--- src/rtl/sys_bus_defs.sv ---
// ============================================================================
// sys_bus_defs: shared state encoding and default widths for the bus arbiter
// Rev 1.0
// ============================================================================
`default_nettype none

package sys_bus_defs;

  typedef enum logic [1:0] {
    ST_IDLE  = 2'd0,
    ST_ISSUE = 2'd1,
    ST_WAIT  = 2'd2,
    ST_ACK   = 2'd3
  } state_t;

  localparam int DEF_ADDR_BITS  = 17;
  localparam int DEF_DATA_BITS  = 32;
  localparam int MAX_RD_LATENCY = 7;
  localparam int CNT_BITS       = 3;

endpackage

`default_nettype wire

--- src/rtl/sys_bus_rr_pick.sv ---
// ============================================================================
// sys_bus_rr_pick: combinational two-way round-robin picker (winner 0 = m0)
// Rev 1.0
// ============================================================================
`default_nettype none

module sys_bus_rr_pick (
  input  logic req0,
  input  logic req1,
  input  logic last_grant,
  output logic valid,
  output logic winner
);

  always_comb begin
    valid  = req0 | req1;
    winner = 1'b0;
    if (req0 && req1) begin
      winner = ~last_grant;
    end else if (req1) begin
      winner = 1'b1;
    end
  end

endmodule

`default_nettype wire

--- src/rtl/sys_bus_arbiter.sv ---
// ============================================================================
// sys_bus_arbiter: two-master round-robin arbiter for the core-selector bus
// Rev 1.0
// ============================================================================
`default_nettype none

module sys_bus_arbiter
  import sys_bus_defs::*;
#(
  parameter int ADDR_BITS  = DEF_ADDR_BITS,
  parameter int DATA_BITS  = DEF_DATA_BITS,
  parameter int RD_LATENCY = 2
) (
  input  logic                 sys_clk,
  input  logic                 sys_rst_n,
  input  logic                 m0_req,
  input  logic                 m0_wr,
  input  logic [ADDR_BITS-1:0] m0_addr,
  input  logic [DATA_BITS-1:0] m0_wdata,
  output logic                 m0_ack,
  output logic [DATA_BITS-1:0] m0_rdata,
  input  logic                 m1_req,
  input  logic                 m1_wr,
  input  logic [ADDR_BITS-1:0] m1_addr,
  input  logic [DATA_BITS-1:0] m1_wdata,
  output logic                 m1_ack,
  output logic [DATA_BITS-1:0] m1_rdata,
  output logic [ADDR_BITS-1:0] sys_addr,
  output logic                 sys_wr,
  output logic                 sys_rd,
  output logic [DATA_BITS-1:0] sys_write_data,
  input  logic [DATA_BITS-1:0] sys_read_data,
  output logic                 busy
);

  generate
    if (RD_LATENCY < 1 || RD_LATENCY > MAX_RD_LATENCY) begin : g_bad_rd_latency
      $error("sys_bus_arbiter: RD_LATENCY must be in 1..%0d", MAX_RD_LATENCY);
    end
  endgenerate

  localparam logic [CNT_BITS-1:0] LOAD_CNT = CNT_BITS'(RD_LATENCY - 1);

  state_t              state;
  logic [CNT_BITS-1:0] cnt;
  logic                last_grant;
  logic                grant;
  logic                lat_wr;
  logic                pick_valid;
  logic                pick_winner;
  logic                win_wr;
  logic [ADDR_BITS-1:0] win_addr;
  logic [DATA_BITS-1:0] win_wdata;

  sys_bus_rr_pick u_pick (
    .req0       (m0_req),
    .req1       (m1_req),
    .last_grant (last_grant),
    .valid      (pick_valid),
    .winner     (pick_winner)
  );

  always_comb begin
    win_wr    = m0_wr;
    win_addr  = m0_addr;
    win_wdata = m0_wdata;
    if (pick_winner) begin
      win_wr    = m1_wr;
      win_addr  = m1_addr;
      win_wdata = m1_wdata;
    end
  end

  // Strobes and acks are set on the edge entering ISSUE/ACK so they are
  // registered and last exactly one cycle.
  always_ff @(posedge sys_clk or negedge sys_rst_n) begin
    if (!sys_rst_n) begin
      state          <= ST_IDLE;
      cnt            <= '0;
      last_grant     <= 1'b1;
      grant          <= 1'b0;
      lat_wr         <= 1'b0;
      sys_addr       <= '0;
      sys_write_data <= '0;
      sys_wr         <= 1'b0;
      sys_rd         <= 1'b0;
      m0_ack         <= 1'b0;
      m1_ack         <= 1'b0;
      m0_rdata       <= '0;
      m1_rdata       <= '0;
      busy           <= 1'b0;
    end else begin
      sys_wr <= 1'b0;
      sys_rd <= 1'b0;
      m0_ack <= 1'b0;
      m1_ack <= 1'b0;
      case (state)
        ST_IDLE: begin
          if (pick_valid) begin
            grant          <= pick_winner;
            last_grant     <= pick_winner;
            lat_wr         <= win_wr;
            sys_addr       <= win_addr;
            sys_write_data <= win_wdata;
            sys_wr         <= win_wr;
            sys_rd         <= ~win_wr;
            busy           <= 1'b1;
            state          <= ST_ISSUE;
          end
        end
        ST_ISSUE: begin
          if (lat_wr) begin
            m0_ack <= ~grant;
            m1_ack <= grant;
            state  <= ST_ACK;
          end else begin
            cnt   <= LOAD_CNT;
            state <= ST_WAIT;
          end
        end
        ST_WAIT: begin
          if (cnt == '0) begin
            if (grant) begin
              m1_rdata <= sys_read_data;
            end else begin
              m0_rdata <= sys_read_data;
            end
            m0_ack <= ~grant;
            m1_ack <= grant;
            state  <= ST_ACK;
          end else begin
            cnt <= cnt - 1'b1;
          end
        end
        ST_ACK: begin
          busy  <= 1'b0;
          state <= ST_IDLE;
        end
        default: begin
          busy  <= 1'b0;
          state <= ST_IDLE;
        end
      endcase
    end
  end

endmodule

`default_nettype wire
--- config.mk ---
export PLATFORM = sky130hd
export DESIGN_NAME = sys_bus_arbiter
export DESIGN_NICKNAME = d
export VERILOG_FILES = /design/src/rtl/sys_bus_defs.sv /design/src/rtl/sys_bus_rr_pick.sv /design/src/rtl/sys_bus_arbiter.sv
export SDC_FILE = /design/constraint.sdc
export NUM_CORES = 1
export LEC_CHECK = 0
export CAP_MARGIN = 20
export CORE_MARGIN = 2
export CORE_UTILIZATION = 45
export DETAILED_ROUTE_END_ITERATION = 16
export PLACE_DENSITY_LB_ADDON = 0.25
export SYNTH_ARGS = -nofsm -noshare
export SYNTH_HDL_FRONTEND = slang
export SYNTH_SLANG_ARGS = --single-unit
export TNS_END_PERCENT = 50
--- constraint.sdc ---
create_clock -name sys_clk -period 5.22 [get_ports sys_clk]
set_clock_uncertainty 0.1 [all_clocks]
set_input_delay 0.522 -clock sys_clk [delete_from_list [all_inputs] [get_ports sys_clk]]
set_output_delay 0.522 -clock sys_clk [all_outputs]
set_load 0.005 [all_outputs]
**Yosys cells after proc, flatten, opt, wreduce, memory -nomap -nowiden**

Cells that the tools add are included.

- Bits in latches: 0
- Word-level logic and storage cells: 61
- Input port bits: 136
- Memories kept: 0
- Output and inout port bits: 118
- Flip-flop bits (word level): 126
- Bits in read-only memories: 0
- Memory bits (writable): 0

- Shift operators: 0
- Eq/ne operators: 7
- $mul: 0
- Magnitude comparators: 0
- Bitwise gates (word level): 4
- Reductions and logical operators: 11
- Div/mod/pow operators: 0
- Multiplexer cells: 24
- Add/sub/neg operators: 1

Operators by type and width:

| kind | number |
|---|---|
| 2-to-1 mux 32 bit | 1 |
| 2-to-1 mux 17 bit | 1 |
| 2-to-1 mux 1 bit | 13 |
| AND reduction 3 bit | 3 |
| inequality test 2 bit, second input constant | 4 |
| case mux 2 bit (4 select lines) | 1 |
| 2-to-1 mux 3 bit | 2 |
| case mux 1 bit (2 select lines) | 3 |
| case mux 3 bit (2 select lines) | 1 |
| AND reduction 2 bit | 3 |
| equality test 2 bit, second input constant | 2 |
| 2-to-1 mux 2 bit | 2 |
| nonzero test 2 bit | 2 |
| logical NOT 3 bit | 1 |
| inverter 1 bit | 3 |
| subtractor 3 x 1 -> 3 bit, second input constant | 1 |
| equality test 2 x 1 -> 1 bit, second input constant | 1 |
| logical NOT 2 bit | 1 |
| logical AND 1 bit | 1 |
| OR 1 bit | 1 |

**Longest topological paths before layout**

- Word-level depth: 6
- Depth in mapped cells: 8
- Depth with buffers taken out: 5

**Hierarchy**

A second synthesis with hierarchy kept.

- Cells, all modules: 416
- Area, all modules: 5429.0 um2

Modules (own cells, without submodules):

| module | area each (um2) | instances | sequential area each (um2) | cells an instance |
|---|---|---|---|---|
| sys_bus_arbiter | 5415.2 | 1 | 3154.3 | 414 |
| sys_bus_rr_pick | 13.8 | 1 | 0.0 | 2 |

**Worst setup path before layout**

OpenSTA, ideal clock, no wires.

- Path kind: register to register
- Start: reg state[0]
- End: reg m0_rdata[0]
- Data arrival time: 1605 ps
- Setup time: 125 ps
- Period minus slack after synthesis: 1830 ps
- Slack: 3390 ps
- Path buffers: 2
- Stages on the path, launching flop included: 8
- Data required time: 4995 ps
- Path through: dfrtp_1 > inv_1 > ha_1 > buf_6 > inv_2 > nor3_4 > buf_6 > mux2_4

- Cells in the longest elaborated chain, start to end: 2

RTL lines:

| element | line | RTL |
|---|---|---|
| from (decl) | sys_bus_arbiter.sv:44 | `state_t state;` |
| from (signal assigned) | sys_bus_arbiter.sv:78 | `state <= ST_IDLE;` |
| from (signal assigned) | sys_bus_arbiter.sv:108 | `state <= ST_ISSUE;` |
| from (signal assigned) | sys_bus_arbiter.sv:115 | `state <= ST_ACK;` |
| equality test 2 bit | sys_bus_arbiter.sv:97 | `case (state)` |
| AND reduction 3 bit (no source line) | -- |  |
| to (signal assigned) | sys_bus_arbiter.sv:126 | `m0_rdata <= sys_read_data;` |
| to (decl) | sys_bus_arbiter.sv:21 | `output logic [DATA_BITS-1:0] m0_rdata,` |

No other way between the ends.
A chain may end at the register's enable or synchronous reset.

**Worst setup path after layout**

- Start: in m1_req
- End: reg sys_write_data[20]

- Cells in the longest elaborated chain, start to end: 3
- Elaborated cells between the ends (all ways): 6
- Classes of those cells: mux: 3; bitwise: 1; reduce/logical: 2

RTL lines:

| element | line | RTL |
|---|---|---|
| from (decl) | sys_bus_arbiter.sv:22 | `input logic m1_req,` |
| 2-to-1 mux 1 bit / logical AND 1 bit (equally long branches) | sys_bus_rr_pick.sv:20, sys_bus_rr_pick.sv:18 |  |
| 2-to-1 mux 1 bit | sys_bus_rr_pick.sv:18 | `if (req0 && req1) begin` |
| 2-to-1 mux 32 bit | sys_bus_arbiter.sv:67 | `if (pick_winner) begin` |
| to (signal assigned) | sys_bus_arbiter.sv:104 | `sys_write_data <= win_wdata;` |
| to (decl) | sys_bus_arbiter.sv:31 | `output logic [DATA_BITS-1:0] sys_write_data,` |

Several ways; a longest one is shown, not always the timed one.

==> results by group <==
Outcome
  • Outcome: completed

Yosys
  • Syn nets: 614
  • Synth Warn #: 0
  • Syn_area_per_cell: 11.7 um^2
  • Async set-reset flop share out of synthesis: 100%
  • Most frequent cell after synthesis: dfrtp_1
  • Cell Area, Synth: 5500 um^2
  • Area leader, netlist: dfrtp_1
  • Synth top cells by count: dfrtp_1 (125), a21oi_1 (101), nor2_1 (55), nand2_1 (54), mux2_4 (40)
  • Register bit total from synthesis: 126
  • Synth unique cells: 38
  • Post-synth EDFFs: 0
  • Post-Synthesis Cells: 472
  • Most used flip-flop cell after synthesis: dfrtp_1
  • Seq/Total Area, Yosys: 57.3%
  • Share of the synthesized area in the top cell type: 56.8%
  • Top cells by area, synth: dfrtp_1 (57%), mux2_4 (11%), a21oi_1 (9.2%), mux2_2 (5.1%), nor2_1 (3.8%)

Worst setup path
  • WP buf/inv: 2
  • Worst path required time: 5.44 ns
  • Critical Path Most Common Cell: a21oi_1
  • Startpoint Class: input port
  • Delay of the slowest cell on the worst path: 0.65 ns
  • Worst endpoint data arrival time: 2.53 ns
  • Crit-path leading delay family: buffers and inverters
  • Crit-path max FO: 27
  • Crit end category: register
  • CP Class: in2reg
  • Cells along the critical path: clkdlybuf4s50_1 > a21boi_4 > buf_4 > a21oi_1 > a21oi_1
  • CP max-delay cell: a21boi_4

Timing
  • Fin Hold WS: 0.402 ns
  • Endpoints failing hold: 0
  • Pins over their slew limit: 0
  • Worst-Margin Slew: 0.692 ns
  • Final Critical Period: 2.30 ns
  • Setup_tns: 0 ns
  • Max Clk Rate: 434 MHz
  • RSZ-0062 raised after global routing: no
  • Crit share post-route: 44.2%
  • Final Setup Violations: 0
  • Headroom to the max-slew limit: 53.7%

Clock tree
  • CTS Hold Buffers Added: 0
  • Post-CTS Setup Bufs: 0
  • Number of CTS-inserted buffers: 17
  • Clock sink count: 126
  • CTS H-tree depth: 4
  • Cts repair resizes: 0
  • Root buffer cell: clkbuf_16
  • CTS clk-pin slew, worst paths: 0.05 ns
  • Worst skew pair latency: 0.41 ns
  • Clk buf depth: 2
  • CTS tree: built

Placement
  • Port Buffers: 253
  • Placed instance count: 846
  • GP Congestion: 0.865
  • Placed inst area: 8050 um^2
  • Post-DP HPWL: 10800 um

Global routing
  • Vias in the first global route: 4701
  • Grt met3 use: 8.15%
  • Met2 Track Usage GR: 38.9%
  • Global-route wire length before repair: 23700 um
  • Antenna violations before repair: 0
  • Busiest metal layer after global routing: met2
  • Largest net degree at the start of global routing: 84
  • Total GRT Usage: 23.4%
  • Met1 Use GR: 27.7%
  • Grt ovf: 0

Drt
  • Wire per inst: 17.5 um
  • Initial DRC count: 266
  • Via/cell ratio: 5.24
  • Final WL: 15500 um
  • Routed Antenna Nets: 0
  • First-pass DRT Iterations: 4
  • Post-route DRC violation count: 0
  • Via count: 4617

Die
  • Initial Util: 46.0%
  • Die area: 13100 um^2
  • Num rows: 40
  • DIE WIDTH: 115 um
  • Chip Height: 115 um
  • # IOs: 254
  • Core box area: 12000 um^2

Layout
  • Final nets: 863
  • Number of diodes: 0
  • Final core occ: 72.7%
  • Fin area: 8690 um^2
  • Area grow syn2layout: 57.9%
  • Share of cells above drive strength 1: 15.0%
  • Finished Layout Cells: 881

Pwr
  • PwrDens: 595 nW/um^2
  • Psw: 0.00153 W
  • Max VDD drop: 392 uV
  • LEAKAGE: 3.83 nW
  • Sw frac: 29.5%
  • Flop pwr share: 34.0%
  • Internal Pwr Total: 0.00365 W
  • Gate power share: 43.4%
  • Clock power frac: 22.7%

Min path
  • Hold/Removal Path Class: reg2reg

Job
  • Max-capacitance violation count: 0
-- area by class of cell --
cell class,count,area [um^2]
well taps,147,184
flip-flops and latches,126,3150
multi-input cells,309,2120
repair buffers,261,2630
clock buffers,25,475
fillers,806,3270
clock inverters,7,110
inverters,6,22.5
-- cell families after synthesis --
group | synth area share [%]
compound gates | 11.1
buf+inv | 4.57
simple gates | 9.41
flops | 57.3
fa+ha+maj | 1.36
mux | 16.2
-- placed cells by master, fill, tap and decap left out, types with 2 or more instances in the layout --
cell / count
clkinv_2: 4
mux2_2: 25
nor3_1: 2
bufinv_16: 3
inv_1: 5
clkbuf_8: 2
o21ai_0: 4
and2_1: 2
dfrtp_1: 125
a21oi_1: 101
nand2_1: 54
ha_1: 6
buf_4: 6
clkdlybuf4s50_1: 252
clkbuf_16: 17
nor2_1: 55
clkbuf_1: 6
mux2_4: 40
-- final timing paths --
path | from | to | slack [ns] | cells after the start
setup / recovery | m1_req | sys_write_data[20] | 2.92 | 5
hold / removal | m1_rdata[6] | m1_rdata[6] | 0.40 | 1
setup reg to reg | state[0] | m0_rdata[14] | 2.93 | 6
hold reg to reg | m1_rdata[6] | m1_rdata[6] | 0.40 | 1
max in group asynchronous | sys_rst_n | sys_write_data[16] | 3.26 | 4
min in group asynchronous | sys_rst_n | m0_rdata[4] | 0.50 | 2
-- power groups by stage --
| stage | clock [W] | combinational, W | sequential [W] |
|---|---|---|---|
| floorplan | 0 | 0.000964 | 0.00177 |
| global placement | 0 | 0.00216 | 0.00174 |
| detailed placement | 0 | 0.00222 | 0.00177 |
| CTS | 0.00119 | 0.00224 | 0.00176 |
| global route | 0.00123 | 0.00243 | 0.00182 |
| finish | 0.00117 | 0.00224 | 0.00176 |
-- per-stage QoR --
step                setup slack (ns)  total power [W]
floorplan                       3.39          0.00273
global placement                2.62          0.00391
detailed placement              2.54          0.00398
CTS                             2.83          0.00519
global route                    2.79          0.00547
finish                          2.92          0.00517
-- metal layers --
metal | share of wire [%] | up-vias
li1 | - | 2106
met1 | 40 | 2239
met3 | 9.0 | 30
met4 | 2.8 | 0
met5 | 0 | -
met2 | 49 | 242
-- state kept, by name (all words and copies together) (netlist names), 2 cells and up --
register	flops
cnt	3
m1_rdata	32
state	2
sys_addr	17
m0_rdata	32
sys_write_data	32
Note: power is estimated with default switching activity, not from simulation.
